==> src/rtl/axi_stream_header_arbiter.sv <==
// Packet-level arbiter sharing one axi_stream_insert_header between NUM_SRC requesters.
// Build option: define AXIS_HDR_ARB_FIXED_PRIO_EN for fixed lowest-index priority instead of round-robin.
module axi_stream_header_arbiter #(
    parameter int DATA_WD      = 32,
    parameter int DATA_BYTE_WD = DATA_WD / 8,
    parameter int BYTE_CNT_WD  = $clog2(DATA_BYTE_WD),
    parameter int NUM_SRC      = 4,
    parameter int GRANT_WD     = $clog2(NUM_SRC)
) (
    input  logic                              clk,
    input  logic                              rst_n,

    input  logic [NUM_SRC-1:0]                s_valid_in,
    input  logic [NUM_SRC*DATA_WD-1:0]        s_data_in,
    input  logic [NUM_SRC*DATA_BYTE_WD-1:0]   s_keep_in,
    input  logic [NUM_SRC-1:0]                s_last_in,
    output logic [NUM_SRC-1:0]                s_ready_in,

    input  logic [NUM_SRC-1:0]                s_valid_insert,
    input  logic [NUM_SRC*DATA_WD-1:0]        s_data_insert,
    input  logic [NUM_SRC*DATA_BYTE_WD-1:0]   s_keep_insert,
    input  logic [NUM_SRC*BYTE_CNT_WD-1:0]    s_byte_insert_cnt,
    output logic [NUM_SRC-1:0]                s_ready_insert,

    output logic                              valid_in,
    output logic [DATA_WD-1:0]                data_in,
    output logic [DATA_BYTE_WD-1:0]           keep_in,
    output logic                              last_in,
    input  logic                              ready_in,

    output logic                              valid_insert,
    output logic [DATA_WD-1:0]                data_insert,
    output logic [DATA_BYTE_WD-1:0]           keep_insert,
    output logic [BYTE_CNT_WD-1:0]            byte_insert_cnt,
    input  logic                              ready_insert,

    output logic                              grant_valid,
    output logic [GRANT_WD-1:0]               grant_id
);

    typedef enum logic {IDLE = 1'b0, BUSY = 1'b1} state_t;

    state_t                  state_reg, state_next;
    logic [GRANT_WD-1:0]     grant_id_reg, grant_id_next;
    logic                    hdr_done_reg, hdr_done_next;
    logic                    dat_done_reg, dat_done_next;
    logic [GRANT_WD-1:0]     winner;
    logic                    req_any;
    logic                    hdr_hs;
    logic                    dat_last_hs;

    logic [DATA_WD-1:0]      src_data     [NUM_SRC];
    logic [DATA_BYTE_WD-1:0] src_keep     [NUM_SRC];
    logic [DATA_WD-1:0]      src_hdr_data [NUM_SRC];
    logic [DATA_BYTE_WD-1:0] src_hdr_keep [NUM_SRC];
    logic [BYTE_CNT_WD-1:0]  src_hdr_cnt  [NUM_SRC];

    generate
        for (genvar gi = 0; gi < NUM_SRC; gi++) begin : g_unpack
            assign src_data[gi]     = s_data_in[gi*DATA_WD +: DATA_WD];
            assign src_keep[gi]     = s_keep_in[gi*DATA_BYTE_WD +: DATA_BYTE_WD];
            assign src_hdr_data[gi] = s_data_insert[gi*DATA_WD +: DATA_WD];
            assign src_hdr_keep[gi] = s_keep_insert[gi*DATA_BYTE_WD +: DATA_BYTE_WD];
            assign src_hdr_cnt[gi]  = s_byte_insert_cnt[gi*BYTE_CNT_WD +: BYTE_CNT_WD];
        end
    endgenerate

    assign req_any = |s_valid_insert;

`ifdef AXIS_HDR_ARB_FIXED_PRIO_EN
    // Descending scan so the lowest requesting index is the last assignment.
    always_comb begin
        winner = '0;
        for (int k = NUM_SRC - 1; k >= 0; k--) begin
            if (s_valid_insert[k]) winner = GRANT_WD'(k);
        end
    end
`else
    logic [GRANT_WD-1:0] rr_ptr_reg, rr_ptr_next;
    logic [GRANT_WD:0]   rr_sum;
    logic [GRANT_WD-1:0] rr_idx;

    // Scan offsets from rr_ptr downwards so the nearest requester after rr_ptr wins.
    always_comb begin
        winner = '0;
        rr_sum = '0;
        rr_idx = '0;
        for (int k = NUM_SRC - 1; k >= 0; k--) begin
            rr_sum = {1'b0, rr_ptr_reg} + (GRANT_WD+1)'(k);
            if (rr_sum >= (GRANT_WD+1)'(NUM_SRC)) rr_sum = rr_sum - (GRANT_WD+1)'(NUM_SRC);
            rr_idx = rr_sum[GRANT_WD-1:0];
            if (s_valid_insert[rr_idx]) winner = rr_idx;
        end
    end

    always_comb begin
        rr_ptr_next = rr_ptr_reg;
        if (state_reg == IDLE && req_any) begin
            rr_ptr_next = (winner == GRANT_WD'(NUM_SRC - 1)) ? '0 : winner + 1'b1;
        end
    end

    always_ff @(posedge clk or negedge rst_n) begin
        if (!rst_n) rr_ptr_reg <= '0;
        else        rr_ptr_reg <= rr_ptr_next;
    end
`endif

    always_ff @(posedge clk or negedge rst_n) begin
        if (!rst_n) begin
            state_reg    <= IDLE;
            grant_id_reg <= '0;
            hdr_done_reg <= 1'b0;
            dat_done_reg <= 1'b0;
        end else begin
            state_reg    <= state_next;
            grant_id_reg <= grant_id_next;
            hdr_done_reg <= hdr_done_next;
            dat_done_reg <= dat_done_next;
        end
    end

    always_comb begin
        state_next    = state_reg;
        grant_id_next = grant_id_reg;
        hdr_done_next = hdr_done_reg;
        dat_done_next = dat_done_reg;
        case (state_reg)
            IDLE: begin
                if (req_any) begin
                    state_next    = BUSY;
                    grant_id_next = winner;
                    hdr_done_next = 1'b0;
                    dat_done_next = 1'b0;
                end
            end
            BUSY: begin
                hdr_done_next = hdr_done_reg | hdr_hs;
                dat_done_next = dat_done_reg | dat_last_hs;
                // Release on the edge where the final outstanding completion lands.
                if (hdr_done_next && dat_done_next) state_next = IDLE;
            end
            default: state_next = IDLE;
        endcase
    end

    always_comb begin
        valid_in        = 1'b0;
        valid_insert    = 1'b0;
        s_ready_in      = '0;
        s_ready_insert  = '0;
        data_in         = src_data[grant_id_reg];
        keep_in         = src_keep[grant_id_reg];
        last_in         = s_last_in[grant_id_reg];
        data_insert     = src_hdr_data[grant_id_reg];
        keep_insert     = src_hdr_keep[grant_id_reg];
        byte_insert_cnt = src_hdr_cnt[grant_id_reg];
        if (state_reg == BUSY) begin
            valid_insert                 = s_valid_insert[grant_id_reg] & ~hdr_done_reg;
            s_ready_insert[grant_id_reg] = ready_insert & ~hdr_done_reg;
            valid_in                     = s_valid_in[grant_id_reg] & ~dat_done_reg;
            s_ready_in[grant_id_reg]     = ready_in & ~dat_done_reg;
        end
    end

    assign hdr_hs      = valid_insert & ready_insert;
    assign dat_last_hs = valid_in & ready_in & last_in;
    assign grant_valid = (state_reg == BUSY);
    assign grant_id    = grant_id_reg;

endmodule

==> config.mk <==
export PLATFORM = sky130hd
export DESIGN_NAME = axi_stream_header_arbiter
export DESIGN_NICKNAME = d
export VERILOG_FILES = /design/src/rtl/axi_stream_header_arbiter.sv
export SDC_FILE = /design/constraint.sdc
export NUM_CORES = 1
export LEC_CHECK = 0
export BUFFER_PORTS_ARGS = -buffer_cell sky130_fd_sc_hd__buf_4
export CAP_MARGIN = 30
export CORE_AREA = 2 2 157 159
export DETAILED_ROUTE_END_ITERATION = 7
export DIE_AREA = 0 0 159 161
export GPL_TIMING_DRIVEN = 1
export PLACE_DENSITY = 0.41
export SLEW_MARGIN = 20
export SYNTH_ARGS = -nofsm -noshare
export SYNTH_HDL_FRONTEND = slang
export SYNTH_SLANG_ARGS = --single-unit
==> constraint.sdc <==
create_clock -name clk -period 4.24 [get_ports clk]
set_clock_uncertainty 0.05 [all_clocks]
set_input_delay 0.424 -clock clk [delete_from_list [all_inputs] [get_ports clk]]
set_output_delay 0.424 -clock clk [all_outputs]
set_load 0.01 [all_outputs]
==> run summary <==
For the maximum operating frequency, the log shows 0.365 GHz. The simple-gate share of the synthesized area works out to 0.0729. For the worst endpoint required time, the log shows 3.77 ns.

The I/O pin total was 400; the DRC violations left was 0. The H-tree depth is 1. The layout cell share with drive strength beyond 1 is 0.904.

The number of setup buffers added after CTS is 0. TritonCTS built the clock tree. Setup slack on the worst reg-to-reg path comes out at 2.16 ns. The worst path meets setup with 1.50 ns of slack.

The first detailed-routing pass took 4 iterations. Routability-driven placement finished with a final weighted congestion of 0.932. The floorplan step set the die width to 159 um.

The worst register-to-register path begins at grant_id[0]. Ratio of total power to cell area: 485 nW/um2. The net count of the mapped netlist is 462, and the global-route wire length before repair is 24.4 mm. The area after detailed placement came out at 5660 um2. The post-route minimum period came out at 2.74 ns. The run gives 0.331 mV as the worst supply voltage drop on vdd. The finished cells cover 5750 um2. The count of buffers from port buffering is 399. For the number of gates resized after CTS, the log shows 0.

The global-route total usage across every layer was 0.123; the total setup violations reported at the end of the flow was 0. The logs give 2300 um2 for the post-synth design cell area and 1.74 ns for the placement-stage worst setup slack. The share of flip-flops with an asynchronous set or reset after synthesis was 1.00. For the number of antenna violations at the first check in global routing, the log shows 3. The clock latency reported for the late side of the worst-skew pair was 0.23 ns.

Remaining antenna violation count after routing: 0. The critical path starts at grant_id[1]. The net count reported at finish was 852; the per-cell via count in the routed design was 3.92.

The logs give 3690 for the via count of the first global-routing pass and 183 um2 for the sequential cell area in the final layout. In this run, distinct cell masters in the synthesized netlist total 30. Buffers inserted during clock tree synthesis total 3. After synthesis, the largest family of logic cells by area is multiplexers.

The floorplan has 57 rows. Cell at the root of the clock tree: sky130_fd_sc_hd__clkbuf_16. The type of the setup path with the least slack is reg2out. The logs give 0 for the count of yosys warnings during synthesis and 17.1 mm for the wire length after detailed routing. The tightest min-delay check is of the in2reg type. The data arrival time of the critical path came out at 2.26 ns.

The most area-hungry cell type in the Yosys netlist was sky130_fd_sc_hd__mux4_2. The detailed router finished its first iteration with 157 violations. The total overflow left after global routing is 0.

The analysis attributes to cell leakage a power of 2.68 nW. The worst setup path is captured at an output pin. The area growth from synthesis to layout is 150%.

The mux contribution to synthesized area came out at 0.761. After technology mapping, the gate count stands at 150. The clock drives 7 sinks. After clock tree synthesis, the clock-pin slew on the worst setup and hold paths is 0.04 ns. The fraction of post-synthesis cell area in the top cell type by area came out at 0.745. The core box area is 24000 um2. Setup repair after global routing left no endpoint under its margin.

The worst relative slew slack is 0.566. The number of max-capacitance violations reported came out at 0. The flow ran to the end, and the final reports show no timing, DRC or antenna violations. The synthesized design contains 0 enable-type register cells. The synthesized design contains 7 register bits. The total via count in the routed design came out at 3391.

The run gives 25600 um2 as the die area. The run gives 0 as the final number of hold-violating endpoints. The HPWL after detailed placement came out at 15.2 mm. The tools report the part of the total power dissipated in sequential elements as 0.089. The run gives 0.852 as the logic gate share of total power. Kind of launch point of the worst setup path: a register. The final count of pins violating max slew came out at 0.

After detailed placement, the design holds a cell count of 858. The largest net degree at the start of global routing was 47. Total internal power: 0.00166 W. Averaged over all synthesized cells, the footprint is 15.3 um2. Counting the fill cells in the layout gives 2612. The post-detailed-route wirelength per cell is 19.8 um, and the largest fanout on the critical path is 46.

Once layout is complete, the cells apart from fillers number 866. Adder-cell share of the synthesized area: 0. The complex-gate fraction of the synthesized area came out at 0.0490.

For the pin with the worst max-slew slack, the measured transition is 0.650 ns. The die is 161 um tall. Share of the clock period used by the worst path: 0.645. The area of combinational cells with multiple inputs was 2030 um2. The run gives 0.0762 as the proportion of synthesized chip area in sequential cells. The hold slack came out at 0.417 ns. The parity-gate share of the synthesized area counting xor and xnor cells was 0. Origin of the worst min-delay path: ready_insert. The relative contribution of the clock network to total power was 0.058.

The share of total power consumed by net switching is 0.404, and the setup TNS after final layout is 0 ns. The analysis attributes to net switching a power of 0.00113 W. In the synthesized netlist the dominant register cell turns out to be sky130_fd_sc_hd__dfrtp_1.

By area the synthesized netlist is led by sky130_fd_sc_hd__mux4_2 (74%), sky130_fd_sc_hd__dfrtp_1 (7.6%), sky130_fd_sc_hd__buf_2 (2.0%). The initial standard-cell utilization of the core came out at 0.0959. No sink is reached through more buffers than the 2 on the longest clock path.
[path summary, 6_finish.rpt]
check | end | cells after the start
max | data_insert[27] | 3
max reg2reg | grant_valid | 6
min in group asynchronous | hdr_done_reg | 2
min | hdr_done_reg | 3
max in group asynchronous | grant_id[1] | 2
min reg2reg | hdr_done_reg | 2
[critical path: stages, from the launching register on]
cell and delay (ns):
sky130_fd_sc_hd__dfrtp_4 0.82, sky130_fd_sc_hd__buf_4 0.56, sky130_fd_sc_hd__mux4_2 0.39, sky130_fd_sc_hd__buf_4 0.16
[cell usage after synthesis, types with 2 or more instances]
cell / number
sky130_fd_sc_hd__nand3b_1: 4
sky130_fd_sc_hd__a21oi_1: 5
sky130_fd_sc_hd__inv_1: 2
sky130_fd_sc_hd__nand2_1: 5
sky130_fd_sc_hd__dfrtp_1: 7
sky130_fd_sc_hd__nor3b_1: 2
sky130_fd_sc_hd__buf_2: 9
sky130_fd_sc_hd__nor2_1: 9
sky130_fd_sc_hd__nor3_1: 2
sky130_fd_sc_hd__clkbuf_1: 5
sky130_fd_sc_hd__mux4_2: 76
sky130_fd_sc_hd__buf_1: 3
sky130_fd_sc_hd__o21ai_0: 2
sky130_fd_sc_hd__nand2b_1: 3
[repair_timing]
item,CTS,global route
hold buffers,1,0
endpoints found under the setup margin,0,0
hold endpoints to repair,7,0
[stage by stage]
stage	power, W	utilization
5_1_grt	0.00297	0.240
4_1_cts	0.00284	0.240
3_5_place_dp	0.00267	0.236
3_3_place_gp	0.00264	0.236
6_report	0.00279	0.240
2_1_floorplan	0.00157	-
[power groups by stage]
stage,Combinational [W],Clock [W],Sequential [W]
after floorplan,0.00143,0,0.000136
after global placement,0.00239,0,0.000248
after detailed placement,0.00241,0,0.000255
after CTS,0.00242,0.000167,0.000254
after global routing,0.00253,0.000171,0.000267
final,0.00238,0.000163,0.000249
[cells in the final DEF (no fill, tap or decap), types with 2 or more instances in the layout]
| cell type | n |
|---|---|
| sky130_fd_sc_hd__buf_4 | 401 |
| sky130_fd_sc_hd__mux4_2 | 76 |
| sky130_fd_sc_hd__nor2_1 | 9 |
| sky130_fd_sc_hd__nand2_1 | 5 |
| sky130_fd_sc_hd__a21oi_1 | 5 |
| sky130_fd_sc_hd__dfrtp_1 | 5 |
| sky130_fd_sc_hd__nand3b_1 | 4 |
| sky130_fd_sc_hd__diode_2 | 3 |
| sky130_fd_sc_hd__nand2b_1 | 3 |
| sky130_fd_sc_hd__clkbuf_16 | 3 |
| sky130_fd_sc_hd__nor3_1 | 2 |
| sky130_fd_sc_hd__inv_1 | 2 |
| sky130_fd_sc_hd__nor3b_1 | 2 |
| sky130_fd_sc_hd__o21ai_0 | 2 |
| sky130_fd_sc_hd__dfrtp_4 | 2 |
[cells by family after synthesis]
logic type | count (synthesis)
muxes | 78
buffers and inverters | 20
AOI/OAI and AO/OA | 14
and+or+nand+nor | 31
DFF | 7
[per-layer routing]
metal	vias to the layer above	global-route usage	share of wire
met3	10	0.0342	0.081
met1	1716	0.138	0.35
met2	187	0.232	0.55
li1	1478	-	-
met5	-	0	0
met4	0	0.0269	0.013
[cell type report]
type	instances	area share
Clock buffer	4	0.0137
Multi-Input combinational cell	123	0.353
Tap cell	324	0.0705
Timing Repair Buffer	403	0.529
Antenna cell	3	0.00131
Inverter	2	0.00131
Sequential cell	7	0.0318
No activity file was read; power rests on OpenSTA's default activity.
